<file path="src/rtl/stopwatch_pkg.sv">
// Shared types and helpers for the stopwatch controller and its BCD digit cells.
package stopwatch_pkg;

  typedef enum logic [1:0] {
    IDLE   = 2'd0,
    RUN    = 2'd1,
    PAUSED = 2'd2
  } state_t;

  localparam logic [3:0] BCD_MAX = 4'd9;

  function automatic int unsigned presc_width(input int unsigned p);
    return (p <= 1) ? 1 : $clog2(p);
  endfunction

  function automatic logic [3:0] bcd_inc(input logic [3:0] d);
    return (d >= BCD_MAX) ? 4'd0 : d + 4'd1;
  endfunction

endpackage

</file>
<file path="src/rtl/bcd_digit.sv">
// One mod-10 decade: counts 0..9 when enabled, synchronous clear wins over enable.
module bcd_digit
  import stopwatch_pkg::*;
(
  input  logic       clk,
  input  logic       rst_n,
  input  logic       clear,
  input  logic       en,
  output logic [3:0] q,
  output logic       at_max
);

  logic [3:0] r_q;

  always_ff @(posedge clk or negedge rst_n) begin
    if (!rst_n)      r_q <= '0;
    else if (clear)  r_q <= '0;
    else if (en)     r_q <= bcd_inc(r_q);
  end

  assign q      = r_q;
  assign at_max = (r_q == BCD_MAX);

endmodule

</file>
<file path="src/rtl/stopwatch_ctrl.sv">
// Stopwatch controller: command FSM, tick prescaler, BCD enable cascade, lap freeze.
module stopwatch_ctrl
  import stopwatch_pkg::*;
#(
  parameter int unsigned NUM_DIGITS = 4,
  parameter int unsigned PRESCALE   = 10
) (
  input  logic                    clk,
  input  logic                    rst_n,
  input  logic                    start,
  input  logic                    stop,
  input  logic                    clear,
  input  logic                    lap,
  output logic [4*NUM_DIGITS-1:0] digits,
  output logic                    running,
  output logic                    lap_valid,
  output logic                    overflow
);

  localparam int unsigned     PW         = presc_width(PRESCALE);
  localparam logic [PW-1:0]   PRESC_LAST = PW'(PRESCALE - 1);

  state_t                  r_state, w_state_next;
  logic [PW-1:0]           r_presc;
  logic                    w_tick;
  logic                    w_wrap;
  logic [NUM_DIGITS-1:0]   w_en, w_at_max;
  logic [4*NUM_DIGITS-1:0] w_q, w_q_next, r_snap;
  logic                    r_lap_valid, r_overflow;

  always_ff @(posedge clk or negedge rst_n) begin
    if (!rst_n) r_state <= IDLE;
    else        r_state <= w_state_next;
  end

  // stop outranks start even where stop itself has no effect
  always_comb begin
    w_state_next = r_state;
    if (clear) begin
      w_state_next = IDLE;
    end else if (!stop) begin
      if (start && r_state != RUN) w_state_next = RUN;
    end else if (r_state == RUN) begin
      w_state_next = PAUSED;
    end
  end

  assign w_tick = (r_state == RUN) && (r_presc == PRESC_LAST);

  always_ff @(posedge clk or negedge rst_n) begin
    if (!rst_n)                r_presc <= '0;
    else if (clear)            r_presc <= '0;
    else if (r_state == RUN)   r_presc <= w_tick ? '0 : r_presc + PW'(1);
  end

  always_comb begin
    w_en     = '0;
    w_q_next = w_q;
    w_en[0]  = w_tick;
    for (int unsigned i = 1; i < NUM_DIGITS; i++)
      w_en[i] = w_en[i-1] & w_at_max[i-1];
    for (int unsigned i = 0; i < NUM_DIGITS; i++)
      if (w_en[i]) w_q_next[4*i +: 4] = bcd_inc(w_q[4*i +: 4]);
  end

  assign w_wrap = w_en[NUM_DIGITS-1] & w_at_max[NUM_DIGITS-1];

  for (genvar g = 0; g < NUM_DIGITS; g++) begin : g_digit
    bcd_digit u_digit (
      .clk    (clk),
      .rst_n  (rst_n),
      .clear  (clear),
      .en     (w_en[g]),
      .q      (w_q[4*g +: 4]),
      .at_max (w_at_max[g])
    );
  end

  always_ff @(posedge clk or negedge rst_n) begin
    if (!rst_n)       r_overflow <= 1'b0;
    else if (clear)   r_overflow <= 1'b0;
    else if (w_wrap)  r_overflow <= 1'b1;
  end

  // snapshot takes the post-edge value so a lap on a tick edge shows the new count
  always_ff @(posedge clk or negedge rst_n) begin
    if (!rst_n) begin
      r_snap      <= '0;
      r_lap_valid <= 1'b0;
    end else if (clear) begin
      r_snap      <= '0;
      r_lap_valid <= 1'b0;
    end else if (lap) begin
      if (r_lap_valid) begin
        r_lap_valid <= 1'b0;
      end else if (r_state == RUN) begin
        r_snap      <= w_q_next;
        r_lap_valid <= 1'b1;
      end
    end
  end

  assign digits    = r_lap_valid ? r_snap : w_q;
  assign running   = (r_state == RUN);
  assign lap_valid = r_lap_valid;
  assign overflow  = r_overflow;

endmodule

</file>
<file path="config.mk">
export PLATFORM = sky130hd
export DESIGN_NAME = stopwatch_ctrl
export DESIGN_NICKNAME = d
export VERILOG_FILES = /design/src/rtl/stopwatch_pkg.sv /design/src/rtl/bcd_digit.sv /design/src/rtl/stopwatch_ctrl.sv
export SDC_FILE = /design/constraint.sdc
export NUM_CORES = 1
export LEC_CHECK = 0
export ABC_AREA = 1
export BUFFER_PORTS_ARGS = -buffer_cell sky130_fd_sc_hd__buf_2
export CAP_MARGIN = 0
export CORE_MARGIN = 2
export CORE_UTILIZATION = 55
export CTS_BUF_LIST = sky130_fd_sc_hd__clkbuf_8
export CTS_CLUSTER_SIZE = 40
export DETAILED_ROUTE_END_ITERATION = 8
export HOLD_SLACK_MARGIN = 0.02
export PLACE_DENSITY_LB_ADDON = 0.2
export SLEW_MARGIN = 5
export SYNTH_ARGS = -nofsm -noshare
export SYNTH_HDL_FRONTEND = slang
export SYNTH_SLANG_ARGS = --single-unit
</file>
<file path="constraint.sdc">
create_clock -name clk -period 3.4 [get_ports clk]
set_input_delay 0.68 -clock clk [delete_from_list [all_inputs] [get_ports clk]]
set_output_delay 0.68 -clock clk [all_outputs]
set_load 0.01 [all_outputs]
</file>
# Word level (Yosys, flattened, before mapping)
# Index checks and enable logic that the tools add are counted.
[totals]
regBits = 40
input_bits = 6
output_inout_bits = 19
elab_cells = 69
[classes]
n_addsub = 5
order_cmp = 4
n_eq_ne = 9
muxes = 30
bitwise_logic = 4
n_reduce_logical = 8
[ops]
columns = ["operator", "n"]
rows = [
  ["two-way mux 16 bit", 5],
  ["two-way mux 4 bit", 15],
  ["adder 4 x 1 -> 4 bit (second input constant)", 5],
  ["equality test 4 bit (second input constant)", 5],
  [">= comparator 4 bit (second input constant)", 4],
  ["two-way mux 2 bit", 4],
  ["two-way mux 1 bit", 6],
  ["nonzero test 2 bit", 3],
  ["AND 1 bit", 4],
  ["inequality test 3 x 1 -> 1 bit (second input constant)", 1],
  ["AND reduction 3 bit", 1],
  ["nonzero test 3 bit", 1],
  ["equality test 2 x 1 -> 1 bit (second input constant)", 1],
  ["logical AND 1 bit", 2],
  ["inequality test 2 x 1 -> 1 bit (second input constant)", 1],
  ["inequality test 2 bit (second input constant)", 1],
  ["AND reduction 2 bit", 1],
]

# Logic depth before layout (Yosys ltp)
[logic_depth]
word_depth = 10
mapped_depth = 10
mapped_depth_nobuf = 10

# Modules after synthesis
# Synthesis repeated with hierarchy kept, for this count alone.
[hier_totals]
hier_cells = 404
area_unflattened_um2 = 2919.0
[modules_own_cells]
columns = ["module", "instances", "cells_per_inst", "area_each_um2", "seq_area_each_um2"]
rows = [
  ["stopwatch_ctrl", 1, 240, 1747.9, 600.6],
  ["bcd_digit", 4, 41, 292.8, 100.1],
]

# Worst setup path before layout
# Ideal clock, no wire load.
[synth_path]
path_type = "flip-flop to output port"
startpoint = "register r_lap_valid, in the netlist lap_valid"
endpoint = "output port digits[10]"
arrival_time_ns = 1.056
required_ns = 2.720
slack_ns = 1.664
stages_incl_launch_ff = 5
n_path_buf = 2
path_cell_list = "dfrtp_1 -> clkbuf_1 -> clkbuf_1 -> nand2_1 -> o21ai_0"
[synth_via]
elab_chain_cells = 1
[synth_rtl]
columns = ["element", "line", "rtl"]
rows = [
  ["from (decl)", "stopwatch_ctrl.sv:29", "logic r_lap_valid, r_overflow;"],
  ["from (signal assigned)", "stopwatch_ctrl.sv:89", "r_lap_valid <= 1'b0;"],
  ["from (signal assigned)", "stopwatch_ctrl.sv:92", "r_lap_valid <= 1'b0;"],
  ["from (signal assigned)", "stopwatch_ctrl.sv:95", "r_lap_valid <= 1'b0;"],
  ["two-way mux 16 bit", "stopwatch_ctrl.sv:103", "assign digits = r_lap_valid ? r_snap : w_q;"],
  ["to (decl)", "stopwatch_ctrl.sv:14", "output logic [4*NUM_DIGITS-1:0] digits,"],
]
# Every way passes these cells.

# Worst setup path after layout
[layout_path]
startpoint = "input port clear"
endpoint = "register r_snap[3]"
[layout_via]
elab_chain_cells = 2
word_cells_on_any_way = 5
cone_classes = "1 x eq/ne; 1 x mux; 3 x reduce/logical"
[layout_rtl]
columns = ["element", "line", "rtl"]
rows = [
  ["from (decl)", "stopwatch_ctrl.sv:12", "input logic clear,"],
  ["inequality test 2 bit (no line) or nonzero test 2 bit (tied branches)", "n/a", ""],
  ["AND reduction 3 bit (no line)", "n/a", ""],
  ["to (signal assigned)", "stopwatch_ctrl.sv:97", "r_snap <= w_q_next;"],
  ["to (decl)", "stopwatch_ctrl.sv:28", "logic [4*NUM_DIGITS-1:0] w_q, w_q_next, r_snap;"],
]
# Several ways; a longest one is shown, not always the timed one.
# A chain may end at the register's enable or synchronous reset.

==> flow_summary.yaml <==
floorplan:
  io_pins: 25
  die_w_um: 69.07
  initial_utilization_pct: 57.80
  coreArea_um2: 4029
  die_y_um: 69.07
  dieArea_um2: 4770
  rows: 23
clocking:
  clk-insertion-delay-late_ps: 290
  cts_tree: "yes"
  cts_resized: 0
  holdBufCountCts: 0
  cts.sinks: 40
  numCtsBuffers: 5
  cts.clk_slew.worst_paths_ps: 80
  htree_levels: 2
  postCtsSetupBuffers: 0
  cts_root_buf: "clkbuf_8"
  ctsLongestPathBuffers: 2
yosys:
  synthesis.area_um2: 2328
  yosys-top-cells-area: "dfrtp_1, nand2_1, ha_1"
  synth_common_cells: "nand2_1, dfrtp_1, inv_1, o21ai_0, nor2_1"
  synthFlopType: "dfrtp_1"
  seq_area_frac_synth_pct: 42.99
  ys_seq_elements: 40
  async_reset_ff_share_pct: 100.0
  synth-edff-count: 0
  synth.most_common_cell: "nand2_1"
  synth.distinct_cells: 27
  synth_top_area_share_pct: 42.99
  synth_cells: 303
  synth_nets: 323
  syn_area_per_cell_um2: 7.685
  synth_top_area_cell: "dfrtp_1"
  yosysWarnings: 0
global_routing:
  grt_overflow: 0
  grt_usage_pct: 21.44
  grt_pass1_wl_um: 8369
  grt_pass1_vias: 1907
  grt_max_degree: 41
  antenna_found_initial: 0
place:
  portBuffers: 24
  place_hpwl_um: 3455
  place_ws_ps: 799.3
  gp_congestion: 0.8415
sta:
  finalWorstPathRequiredPeriod_ps: 2301
  setup_tns_ps: 0
  rsz0062_at_grt: "no"
  clock_skew_ps: 7.230
  final_max_slew_viol_count: 0
  hold_viol: 0
  fmax_mhz: 434.6
  fin_ws_ps: 1099
  finalCritPeriodShare_pct: 67.68
  finalSetupViolations: 0
  slew_headroom_pct: 42.80
  tightest_slew_ps: 858.0
setup_path:
  reg2reg_slack_ps: 1350
  end_kind: "flip-flop"
  startpoint: "clear"
  worst-setup-path-type: "input port to flip-flop"
  worstPathRequired_ps: 3550
  r2r-end: "r_snap[13]$_DFFE_PN0P_"
  crit_path_end: "r_snap[3]$_DFFE_PN0P_"
  cp.arrival_ps: 2450
  cp_max_fo: 20
  reg2reg_from: "g_digit[1].u_digit.q[1]$_DFF_PN0_"
  start_kind: "input port"
  r2r_cells: 8
drt:
  viasPerCell: 5.307
  drtAntennaViolNets: 0
  drc: 0
  avgRoutedWirePerCell_um: 12.68
  wirelength_um: 4756
  drt_iter0_markers: 121
  dr.pass1.iters: 4
  vias: 1990
flow_run:
  cap_viol_max_count: 0
worst_hold_path:
  hold_class: "flip-flop to flip-flop"
power:
  pwr-share-seq_pct: 53.4
  internal_power_mw: 0.7046
  p_comb_share_pct: 5.6
  powerDensity_nw_per_um2: 352.2
  sw_frac_of_total_pct: 22.22
  ir_drop_mv: 0.2188
  leakage_nw: 1.422
  p_sw_mw: 0.2013
  pwr-share-clk_pct: 41.1
cells_and_area:
  syn_to_final_growth_pct: 10.48
  n_antenna_cell: 0
  drive_above_1_share_pct: 14.77
  finalNetCount: 344
run_status:
  status: "completed"
power groups by stage:
stage / clock network [mW] / registers (mW) / logic, mW
detailed placement: 0 / 0.493 / 0.0515
global placement: 0 / 0.493 / 0.0503
CTS: 0.381 / 0.483 / 0.0517
finish: 0.372 / 0.483 / 0.0505
global route: 0.401 / 0.484 / 0.0577
floorplan: 0 / 0.492 / 0.0310
cell usage in the layout (no fill, tap or decap), types with 2 or more instances in the layout:
cell type / netlist / routed
nor2_4: 2 / 2
inv_2: 3 / 3
o21ai_0: 22 / 22
ha_1: 14 / 14
a21oi_1: 6 / 6
xor2_1: 6 / 6
nand3_1: 15 / 15
inv_1: 29 / 30
nand3_2: 2 / 2
dfrtp_1: 40 / 40
nor2_2: 3 / 3
clkbuf_8: 0 / 5
buf_2: 4 / 24
o21ai_1: 7 / 7
nor2_1: 21 / 21
nand2_1: 98 / 98
nand4_1: 15 / 15
final cells by class:
class,count,area [µm²]
Clock buffer,5,68.82
Clock inverter,3,38.79
Fill cell,379,1456
Inverter,32,120.1
Multi-Input combinational cell,220,1154
Sequential cell,40,1001
Tap cell,50,62.56
Timing Repair Buffer,25,127.6
routing by layer:
layer  GRT usage (%)  vias to the layer above  wire length [µm]
li1                -                     1013                 -
met1           29.67                      915              2240
met2           33.55                       56              2225
met3           5.556                        6               237
met4           5.882                        0                53
met5               0                        -                 0
worst min-delay path by stage:
stage | start | end | slack, ps | depth (start not counted)
final | r_snap[10]$_DFFE_PN0P_ | r_snap[10]$_DFFE_PN0P_ | 490 | 2
after global routing | r_snap[9]$_DFFE_PN0P_ | r_snap[9]$_DFFE_PN0P_ | 520 | 2
after CTS | r_snap[2]$_DFFE_PN0P_ | r_snap[2]$_DFFE_PN0P_ | 490 | 2
after detailed placement | r_snap[2]$_DFFE_PN0P_ | r_snap[2]$_DFFE_PN0P_ | 470 | 2
after global placement | r_snap[4]$_DFFE_PN0P_ | r_snap[4]$_DFFE_PN0P_ | 460 | 2
after floorplan | rst_n | g_digit[0].u_digit.q[0]$_DFF_PN0_ | 380 | 0
sequential cells by signal (all words and copies together) (netlist names):
| name | cells |
|---|---|
| g_digit.u_digit.q | 16 |
| lap_valid | 1 |
| overflow | 1 |
| r_presc | 4 |
| r_snap | 16 |
| r_state | 2 |
stage by stage:
step | instance area, µm² | utilization [%] | total power [mW] | instances | hold WS, ps
final | 2572 | 63.85 | 0.9059 | 375 | 488.1
after global routing | 2572 | 63.85 | 0.9427 | 375 | 516.1
after CTS | 2572 | 63.85 | 0.9164 | 375 | 489.5
after detailed placement | 2465 | 61.18 | 0.5444 | 367 | 468.7
after global placement | 2465 | 61.18 | 0.5429 | 367 | 463.2
after floorplan | 2328 | - | 0.5232 | 303 | 384.4
critical path: stages:
cell and delay, ps:
buf_2 200, inv_1 440, nand2_1 410, inv_1 570
o21ai_1 150
kinds of logic (layout without fill, tap and decap cells):
logic type	after synthesis	in the layout	synth area share [%]
AO/OA/AOI/OAI	39	39	8.867
adder cells (fa/ha/maj)	14	14	7.523
XOR/XNOR	6	6	2.257
buffers and inverters	43	65	7.469
flip-flops	40	40	42.99
AND/OR/NAND/NOR	161	161	30.90
Power figures use the tool's default switching activity.
